### config.mk
export PLATFORM = sky130hd
export DESIGN_NAME = prefetch_unit_flat
export DESIGN_NICKNAME = d
export VERILOG_FILES = /design/src/rtl/prefetch_unit_pkg.sv /design/src/rtl/prefetch_unit_if.sv /design/src/rtl/prefetch_unit_instr_fifo.sv /design/src/rtl/prefetch_unit.sv /design/src/flat_wrapper.sv
export SDC_FILE = /design/constraint.sdc
export NUM_CORES = 1
export LEC_CHECK = 0
export CAP_MARGIN = 10
export CORE_MARGIN = 2
export CORE_UTILIZATION = 35
export DETAILED_ROUTE_END_ITERATION = 8
export PLACE_DENSITY = 0.6
export SLEW_MARGIN = 40
export SYNTH_ARGS = -nofsm -noshare
export SYNTH_HDL_FRONTEND = slang
export SYNTH_HIERARCHICAL = 1
export SYNTH_SLANG_ARGS = --single-unit
export TNS_END_PERCENT = 5
### constraint.sdc
create_clock -name clk -period 7.25 [get_ports clk]
set_input_delay 1.45 -clock clk [delete_from_list [all_inputs] [get_ports clk]]
set_output_delay 1.45 -clock clk [all_outputs]
set_load 0.05 [all_outputs]
### src/rtl/prefetch_unit_pkg.sv
// Shared constants and types for the instruction-fetch front end.
package prefetch_unit_pkg;

    typedef enum logic [1:0] {
        FETCH_EXC_NONE     = 2'b00,
        FETCH_EXC_ACCESS   = 2'b01,
        FETCH_EXC_MISALIGN = 2'b10
    } fetch_exc_e;

    // Fetch control: IDLE only lasts until the first edge after reset.
    typedef enum logic [1:0] {
        ST_IDLE,
        ST_RUN,
        ST_MISALIGN,
        ST_HALT
    } fetch_state_e;

    localparam int INSTR_BYTES = 4;

endpackage

### src/rtl/prefetch_unit_if.sv
// Memory request/response, redirect and decode handshake bundle of the fetch unit.
interface prefetch_unit_if #(
    parameter int XLEN = 64
);
    logic            imem_req_valid_o;
    logic            imem_req_ready_i;
    logic [XLEN-1:0] imem_req_addr_o;
    logic            imem_rsp_valid_i;
    logic [31:0]     imem_rsp_instr_i;
    logic            imem_rsp_err_i;
    logic            redirect_valid_i;
    logic [XLEN-1:0] redirect_pc_i;
    logic            dec_valid_o;
    logic            dec_ready_i;
    logic [31:0]     dec_instr_o;
    logic [XLEN-1:0] dec_pc_o;
    logic [1:0]      dec_exc_o;

    modport master (
        output imem_req_valid_o, imem_req_addr_o,
        output dec_valid_o, dec_instr_o, dec_pc_o, dec_exc_o,
        input  imem_req_ready_i, imem_rsp_valid_i, imem_rsp_instr_i, imem_rsp_err_i,
        input  redirect_valid_i, redirect_pc_i, dec_ready_i
    );

    modport slave (
        input  imem_req_valid_o, imem_req_addr_o,
        input  dec_valid_o, dec_instr_o, dec_pc_o, dec_exc_o,
        output imem_req_ready_i, imem_rsp_valid_i, imem_rsp_instr_i, imem_rsp_err_i,
        output redirect_valid_i, redirect_pc_i, dec_ready_i
    );
endinterface

### src/rtl/prefetch_unit_instr_fifo.sv
// Synchronous prefetch queue with flush; head is registered so a push shows the next cycle.
module prefetch_unit_instr_fifo #(
    parameter int WIDTH = 98,
    parameter int DEPTH = 4
) (
    input  logic                         clk,
    input  logic                         reset_n,
    input  logic                         push,
    input  logic                         pop,
    input  logic                         flush,
    input  logic [WIDTH-1:0]             wdata,
    output logic [WIDTH-1:0]             rdata,
    output logic                         nonempty,
    output logic [$clog2(DEPTH+1)-1:0]   occupancy
);
    localparam int AW = $clog2(DEPTH);
    localparam int CW = $clog2(DEPTH + 1);

    logic [WIDTH-1:0] mem_q [DEPTH];
    logic [AW-1:0]    rd_ptr_q, wr_ptr_q;
    logic [CW-1:0]    occ_q;
    logic             do_pop;

    assign do_pop    = pop && (occ_q != '0);
    assign rdata     = mem_q[rd_ptr_q];
    assign nonempty  = (occ_q != '0);
    assign occupancy = occ_q;

    // Flush wins over a same-cycle push or pop.
    always_ff @(posedge clk or negedge reset_n) begin
        if (!reset_n) begin
            for (int i = 0; i < DEPTH; i++) mem_q[i] <= '0;
            rd_ptr_q <= '0;
            wr_ptr_q <= '0;
            occ_q    <= '0;
        end else if (flush) begin
            rd_ptr_q <= '0;
            wr_ptr_q <= '0;
            occ_q    <= '0;
        end else begin
            if (push) begin
                mem_q[wr_ptr_q] <= wdata;
                wr_ptr_q        <= wr_ptr_q + 1'b1;
            end
            if (do_pop) rd_ptr_q <= rd_ptr_q + 1'b1;
            occ_q <= occ_q + CW'(push) - CW'(do_pop);
        end
    end

    overflow_a: assert property (@(posedge clk) disable iff (!reset_n)
        !(push && !flush && !do_pop && occ_q == CW'(DEPTH)));

endmodule

### src/rtl/prefetch_unit.sv
// Decoupled fetch front end: credit-limited in-order requests feeding a prefetch queue.
module prefetch_unit
    import prefetch_unit_pkg::*;
#(
    parameter int              XLEN            = 64,
    parameter logic [XLEN-1:0] RESET_PC        = '0,
    parameter int              DEPTH           = 4,
    parameter int              MAX_OUTSTANDING = 2
) (
    input logic             clk,
    input logic             reset_n,
    prefetch_unit_if.master bus
);
    localparam int              CW      = $clog2(DEPTH + 1);
    localparam int              EW      = 32 + XLEN + 2;
    localparam logic [XLEN-1:0] STEP    = XLEN'(INSTR_BYTES);
    localparam logic [CW:0]     DEPTH_C = (CW+1)'(DEPTH);

    fetch_state_e    state_q, state_d;
    logic [XLEN-1:0] fetch_pc_q, rsp_pc_q, mis_pc_q, hold_addr_q;
    logic [CW-1:0]   outst_q, outst_d, drop_q, occupancy;
    logic [CW:0]     credit;
    logic            hold_q, hold_stale_q, stale_req;
    logic            issue, req_valid, accept, rsp_keep, mis_push, push, pop;
    logic            redirect, nonempty;
    logic [EW-1:0]   wdata, rdata;

    assign redirect  = bus.redirect_valid_i;
    assign credit    = {1'b0, occupancy} + {1'b0, outst_q} - {1'b0, drop_q};
    assign req_valid = hold_q | issue;
    assign accept    = req_valid & bus.imem_req_ready_i;
    // A held request issued before a redirect still counts as a drop when it lands.
    assign stale_req = hold_q & hold_stale_q;
    assign rsp_keep  = bus.imem_rsp_valid_i & (drop_q == '0) & ~redirect;
    assign push      = rsp_keep | mis_push;
    assign pop       = nonempty & bus.dec_ready_i & ~redirect;
    assign outst_d   = outst_q + CW'(accept) - CW'(bus.imem_rsp_valid_i);

    always_comb begin
        state_d  = state_q;
        issue    = 1'b0;
        mis_push = 1'b0;
        case (state_q)
            ST_IDLE: state_d = ST_RUN;
            ST_RUN: begin
                issue = (outst_q < CW'(MAX_OUTSTANDING)) && (credit < DEPTH_C);
                if (rsp_keep && bus.imem_rsp_err_i) state_d = ST_HALT;
            end
            ST_MISALIGN: begin
                mis_push = (drop_q == '0);
                if (mis_push) state_d = ST_HALT;
            end
            default: state_d = state_q;
        endcase
        if (redirect) begin
            state_d  = bus.redirect_pc_i[1] ? ST_MISALIGN : ST_RUN;
            mis_push = 1'b0;
        end
    end

    always_comb begin
        wdata = {32'h0, mis_pc_q, FETCH_EXC_MISALIGN};
        if (rsp_keep) begin
            if (bus.imem_rsp_err_i) wdata = {32'h0, rsp_pc_q, FETCH_EXC_ACCESS};
            else                    wdata = {bus.imem_rsp_instr_i, rsp_pc_q, FETCH_EXC_NONE};
        end
    end

    always_ff @(posedge clk or negedge reset_n) begin
        if (!reset_n) state_q <= ST_IDLE;
        else          state_q <= state_d;
    end

    always_ff @(posedge clk or negedge reset_n) begin
        if (!reset_n) begin
            fetch_pc_q   <= RESET_PC;
            rsp_pc_q     <= RESET_PC;
            mis_pc_q     <= '0;
            hold_addr_q  <= '0;
            outst_q      <= '0;
            drop_q       <= '0;
            hold_q       <= 1'b0;
            hold_stale_q <= 1'b0;
        end else begin
            outst_q      <= outst_d;
            hold_q       <= req_valid & ~bus.imem_req_ready_i;
            hold_stale_q <= req_valid & ~bus.imem_req_ready_i & (stale_req | redirect);
            hold_addr_q  <= bus.imem_req_addr_o;
            if (redirect) begin
                fetch_pc_q <= bus.redirect_pc_i & ~XLEN'(3);
                rsp_pc_q   <= bus.redirect_pc_i & ~XLEN'(3);
                mis_pc_q   <= bus.redirect_pc_i & ~XLEN'(1);
                drop_q     <= outst_d;
            end else begin
                if (accept && !stale_req) fetch_pc_q <= fetch_pc_q + STEP;
                if (rsp_keep)             rsp_pc_q   <= rsp_pc_q + STEP;
                drop_q <= drop_q - CW'(bus.imem_rsp_valid_i && drop_q != '0)
                                 + CW'(accept && stale_req);
            end
        end
    end

    prefetch_unit_instr_fifo #(.WIDTH(EW), .DEPTH(DEPTH)) u_fifo (
        .clk       (clk),
        .reset_n   (reset_n),
        .push      (push),
        .pop       (pop),
        .flush     (redirect),
        .wdata     (wdata),
        .rdata     (rdata),
        .nonempty  (nonempty),
        .occupancy (occupancy)
    );

    assign bus.imem_req_valid_o = req_valid;
    assign bus.imem_req_addr_o  = hold_q ? hold_addr_q : fetch_pc_q;
    assign bus.dec_valid_o      = nonempty;
    assign {bus.dec_instr_o, bus.dec_pc_o, bus.dec_exc_o} = rdata;

endmodule

### src/flat_wrapper.sv
// flat-port wrapper written by rule: the top's interface ports become plain ports
module prefetch_unit_flat import prefetch_unit_pkg::*;
#(
    parameter int              XLEN            = 64,
    parameter logic [XLEN-1:0] RESET_PC        = '0,
    parameter int              DEPTH           = 4,
    parameter int              MAX_OUTSTANDING = 2
)
  (clk, reset_n, bus_imem_req_valid_o, bus_imem_req_addr_o, bus_dec_valid_o, bus_dec_instr_o, bus_dec_pc_o, bus_dec_exc_o, bus_imem_req_ready_i, bus_imem_rsp_valid_i, bus_imem_rsp_instr_i, bus_imem_rsp_err_i, bus_redirect_valid_i, bus_redirect_pc_i, bus_dec_ready_i);
  prefetch_unit_if #(.XLEN(XLEN)) bus_i ();
  input logic clk;
  input logic reset_n;
  output wire logic [$bits(bus_i.imem_req_valid_o)-1:0] bus_imem_req_valid_o;
  output wire logic [$bits(bus_i.imem_req_addr_o)-1:0] bus_imem_req_addr_o;
  output wire logic [$bits(bus_i.dec_valid_o)-1:0] bus_dec_valid_o;
  output wire logic [$bits(bus_i.dec_instr_o)-1:0] bus_dec_instr_o;
  output wire logic [$bits(bus_i.dec_pc_o)-1:0] bus_dec_pc_o;
  output wire logic [$bits(bus_i.dec_exc_o)-1:0] bus_dec_exc_o;
  input wire logic [$bits(bus_i.imem_req_ready_i)-1:0] bus_imem_req_ready_i;
  input wire logic [$bits(bus_i.imem_rsp_valid_i)-1:0] bus_imem_rsp_valid_i;
  input wire logic [$bits(bus_i.imem_rsp_instr_i)-1:0] bus_imem_rsp_instr_i;
  input wire logic [$bits(bus_i.imem_rsp_err_i)-1:0] bus_imem_rsp_err_i;
  input wire logic [$bits(bus_i.redirect_valid_i)-1:0] bus_redirect_valid_i;
  input wire logic [$bits(bus_i.redirect_pc_i)-1:0] bus_redirect_pc_i;
  input wire logic [$bits(bus_i.dec_ready_i)-1:0] bus_dec_ready_i;
  assign bus_imem_req_valid_o = bus_i.imem_req_valid_o;
  assign bus_imem_req_addr_o = bus_i.imem_req_addr_o;
  assign bus_dec_valid_o = bus_i.dec_valid_o;
  assign bus_dec_instr_o = bus_i.dec_instr_o;
  assign bus_dec_pc_o = bus_i.dec_pc_o;
  assign bus_dec_exc_o = bus_i.dec_exc_o;
  assign bus_i.imem_req_ready_i = bus_imem_req_ready_i;
  assign bus_i.imem_rsp_valid_i = bus_imem_rsp_valid_i;
  assign bus_i.imem_rsp_instr_i = bus_imem_rsp_instr_i;
  assign bus_i.imem_rsp_err_i = bus_imem_rsp_err_i;
  assign bus_i.redirect_valid_i = bus_redirect_valid_i;
  assign bus_i.redirect_pc_i = bus_redirect_pc_i;
  assign bus_i.dec_ready_i = bus_dec_ready_i;
  prefetch_unit #(.XLEN(XLEN), .RESET_PC(RESET_PC), .DEPTH(DEPTH), .MAX_OUTSTANDING(MAX_OUTSTANDING)) u_core (.clk(clk), .reset_n(reset_n), .bus(bus_i));
endmodule
==> reports/metrics.cfg <==
[worst_setup_path]
arrival_ps=4030
critPathMaxFanout=8
cp-end-kind=primary output
rrSetupSlack_ps=3270
r2r-start=u_core/drop_q[2]$_DFF_PN0_
timing.rr.end=u_core/drop_q[1]$_DFF_PN0_
reg2reg_depth=14
worstPathRequired_ps=5800
crit_type=flop to primary output
cp-start-kind=flop

[yosys]
synth-seq-cells=660
synth-edff-count=0
syn_inst=2396
avgSynthCellArea_um2=13.20
ys.flop_type=dfrtp_1
synthArstFlopShare=1.000
netlist_area_um2=31640
yosysWarnings=6
seq_area_frac_synth=0.5221
synth.distinct_cells=71

[final_layout]
nets=2745
seq_area_um2=16530
multiInputGateArea_um2=14210
area_delta_synth_final_pct=19.64
final_common_cell=dfrtp_1
mostFrequentLayoutCells=dfrtp_1, mux2_2, clkdlybuf4s50_1, nor2_1, mux4_2
drive_gt1_frac=0.3179
fin_area_um2=37850
fillers=8197

[timing]
finalHoldViolCount=0
finalCritPeriodShare=0.7559
slew_headroom=0.4022
fin_crit_ps=5480
tns_ps=0
clock_skew_ps=21.54
rsz0062_at_grt=no
hold-worst-slack_ps=495.0
timing.fmax_ghz=0.1825
worst_pin_slew_ps=887.4
setup_viol=0
slew_viol_final=0

[pwr]
total_power_mw=11.02
p_leak_nw=16.31
p_seq_frac=0.398
irDropWorstVdd_mv=0.1460
clkPwrFrac=0.337
power_density_nw_per_um2=291.3
switchingPower_mw=3.582
p_comb_frac=0.265
p_int_mw=7.443
switching_share=0.3249

[route]
vias_per_cell=5.477
drc=0
wl_per_cell_um=22.54
finalWirelength_um=86770
drt-initial-drc-count=1503
dr.pass1.iters=5
ant_nets=0
vias=21090

[clocking]
cts_made_buffers=74
clock_sinks=660
root_buffer=clkbuf_16
htree_levels=3
clk_pin_slew_ps=60
cts_resized=0
clk_path_buf_depth=3
cts_tree=yes
post_cts_buffers=0
worstSkewPairLatency_ps=610
holdBufCountCts=0

[grt]
grt_overflow=0
grt_pass1_vias=22550
grt_max_degree=156
antenna_found_initial=1
grt_pass1_wl_um=135700
grt_usage=0.1870

[job]
drv_cap=0

[hold_path]
hold_end=u_core/hold_addr_q[1]$_DFF_PN0_
worstHoldStart=u_core/hold_addr_q[1]$_DFF_PN0_
hold_depth=1
hp-class=flop to flop

[floorplan]
num_rows=110
start_util=0.3525
die_h_um=304.6
core_um2=89740
die-width_um=304.6
boundaryPins=267
die_area_um2=92810

[place]
io_buffers=265
place_congestion=0.8245
place_hpwl_um=58620
dpl_cell_area_um2=35400

[run_status]
status=finished clean

[kinds of logic after synthesis]
kind of cell	share of synthesized area
buffers and inverters	0.03034
other	0.0001185
multiplexers	0.2771
XOR/XNOR	0.008741
adder cells (fa/ha/maj)	0.01068
AND/OR/NAND/NOR	0.09927
flip-flops	0.5221
AO/OA/AOI/OAI	0.05169
[cell usage after synthesis, drive strengths merged (2+ instances only)]
cell type,count,area (µm²)
dfrtp,660,16520
mux2,574,6539
nor2,101,379.1
mux4,98,2207
nand2,97,371.6
buf,81,498.0
clkbuf,78,292.8
nor3,55,275.3
a211oi,54,415.4
nand4,47,294.0
and2,46,287.8
inv,44,165.2
nand3,44,230.2
nor4,41,262.8
o21ai,36,180.2
and3,30,187.7
a31oi,27,168.9
a21oi,26,130.1
and4,26,227.7
o31ai,26,195.2
or4,22,165.2
xnor2,21,183.9
ha,19,237.7
or3,15,93.84
nand2b,14,87.58
a311oi,13,113.9
nor2b,12,75.07
o311a,12,120.1
xor2,8,70.07
or2,7,43.79
a211o,6,52.55
a21boi,6,45.04
fa,5,100.1
nand3b,5,50.05
nor3b,4,30.03
o311ai,4,35.03
a21o,3,22.52
a311o,3,30.03
a31o,2,17.52
and3b,2,17.52
mux2i,2,20.02
nor4b,2,32.53
o221a,2,22.52
o2bb2ai,2,17.52
[power by group through the flow]
| stage | logic (mW) | registers (mW) | clock network (mW) |
|---|---|---|---|
| floorplan | 2.01 | 4.32 | 0 |
| global placement | 2.88 | 4.43 | 0 |
| detailed placement | 2.95 | 4.45 | 0 |
| CTS | 2.96 | 4.38 | 3.83 |
| global route | 3.11 | 4.44 | 4.00 |
| finish | 2.93 | 4.38 | 3.71 |
[sequential cells by signal, indices dropped and copies added, names as in the netlist, 2 cells and up]
signal,count
u_core/drop_q,3
u_core/fetch_pc_q,62
u_core/hold_addr_q,64
u_core/mis_pc_q,63
u_core/outst_q,3
u_core/rsp_pc_q,62
u_core/state_q,2
u_core/u_fifo/mem_q,392
u_core/u_fifo/occupancy,3
u_core/u_fifo/rd_ptr_q,2
u_core/u_fifo/wr_ptr_q,2
[cell type report]
cell class / instances / area share
inverter: 45 / 0.004529
tap: 1176 / 0.03888
clock buffer: 107 / 0.05650
timing repair buffer: 302 / 0.08123
antenna: 3 / 0.0001984
clock inverter: 22 / 0.006579
multi-input combinational: 1535 / 0.3754
sequential: 660 / 0.4367
[worst max-delay path by stage]
stage | startpoint | endpoint | slack (ps)
after floorplan | u_core/outst_q[1]$_DFF_PN0_ | u_core/drop_q[1]$_DFF_PN0_ | 2950
after global placement | bus_imem_rsp_valid_i | u_core/u_fifo/mem_q[354]$_DFFE_PN0P_ | 2290
after detailed placement | bus_imem_rsp_valid_i | u_core/u_fifo/mem_q[47]$_DFFE_PN0P_ | 2260
after CTS | u_core/outst_q[1]$_DFF_PN0_ | bus_imem_req_valid_o | 1720
after global routing | u_core/drop_q[2]$_DFF_PN0_ | bus_imem_req_valid_o | 1570
final | u_core/drop_q[2]$_DFF_PN0_ | bus_imem_req_valid_o | 1770
[worst max-delay path: stages (launching register included)]
cell             delay (ps)
dfrtp_1                 450
inv_1                    90
fa_1                    460
ha_1                    350
or2_0                   210
o311a_1                 480
o21bai_1                420
clkdlybuf4s50_1         950
[stage by stage]
| stage | setup WS (ps) | instances | utilization |
|---|---|---|---|
| after floorplan | 2954 | 2399 | - |
| after global placement | 2290 | 3713 | 0.3935 |
| after detailed placement | 2261 | 3715 | 0.3945 |
| after CTS | 1721 | 3844 | 0.4211 |
| after global routing | 1566 | 3848 | 0.4217 |
| final | 1770 | 3850 | 0.4218 |
[metal layers]
metal,part of all wire,global-route usage
met1,0.44,0.2442
met2,0.49,0.3143
met3,0.044,0.02969
met4,0.031,0.06816
met5,0,0
No activity file was read; power rests on OpenSTA's default activity.
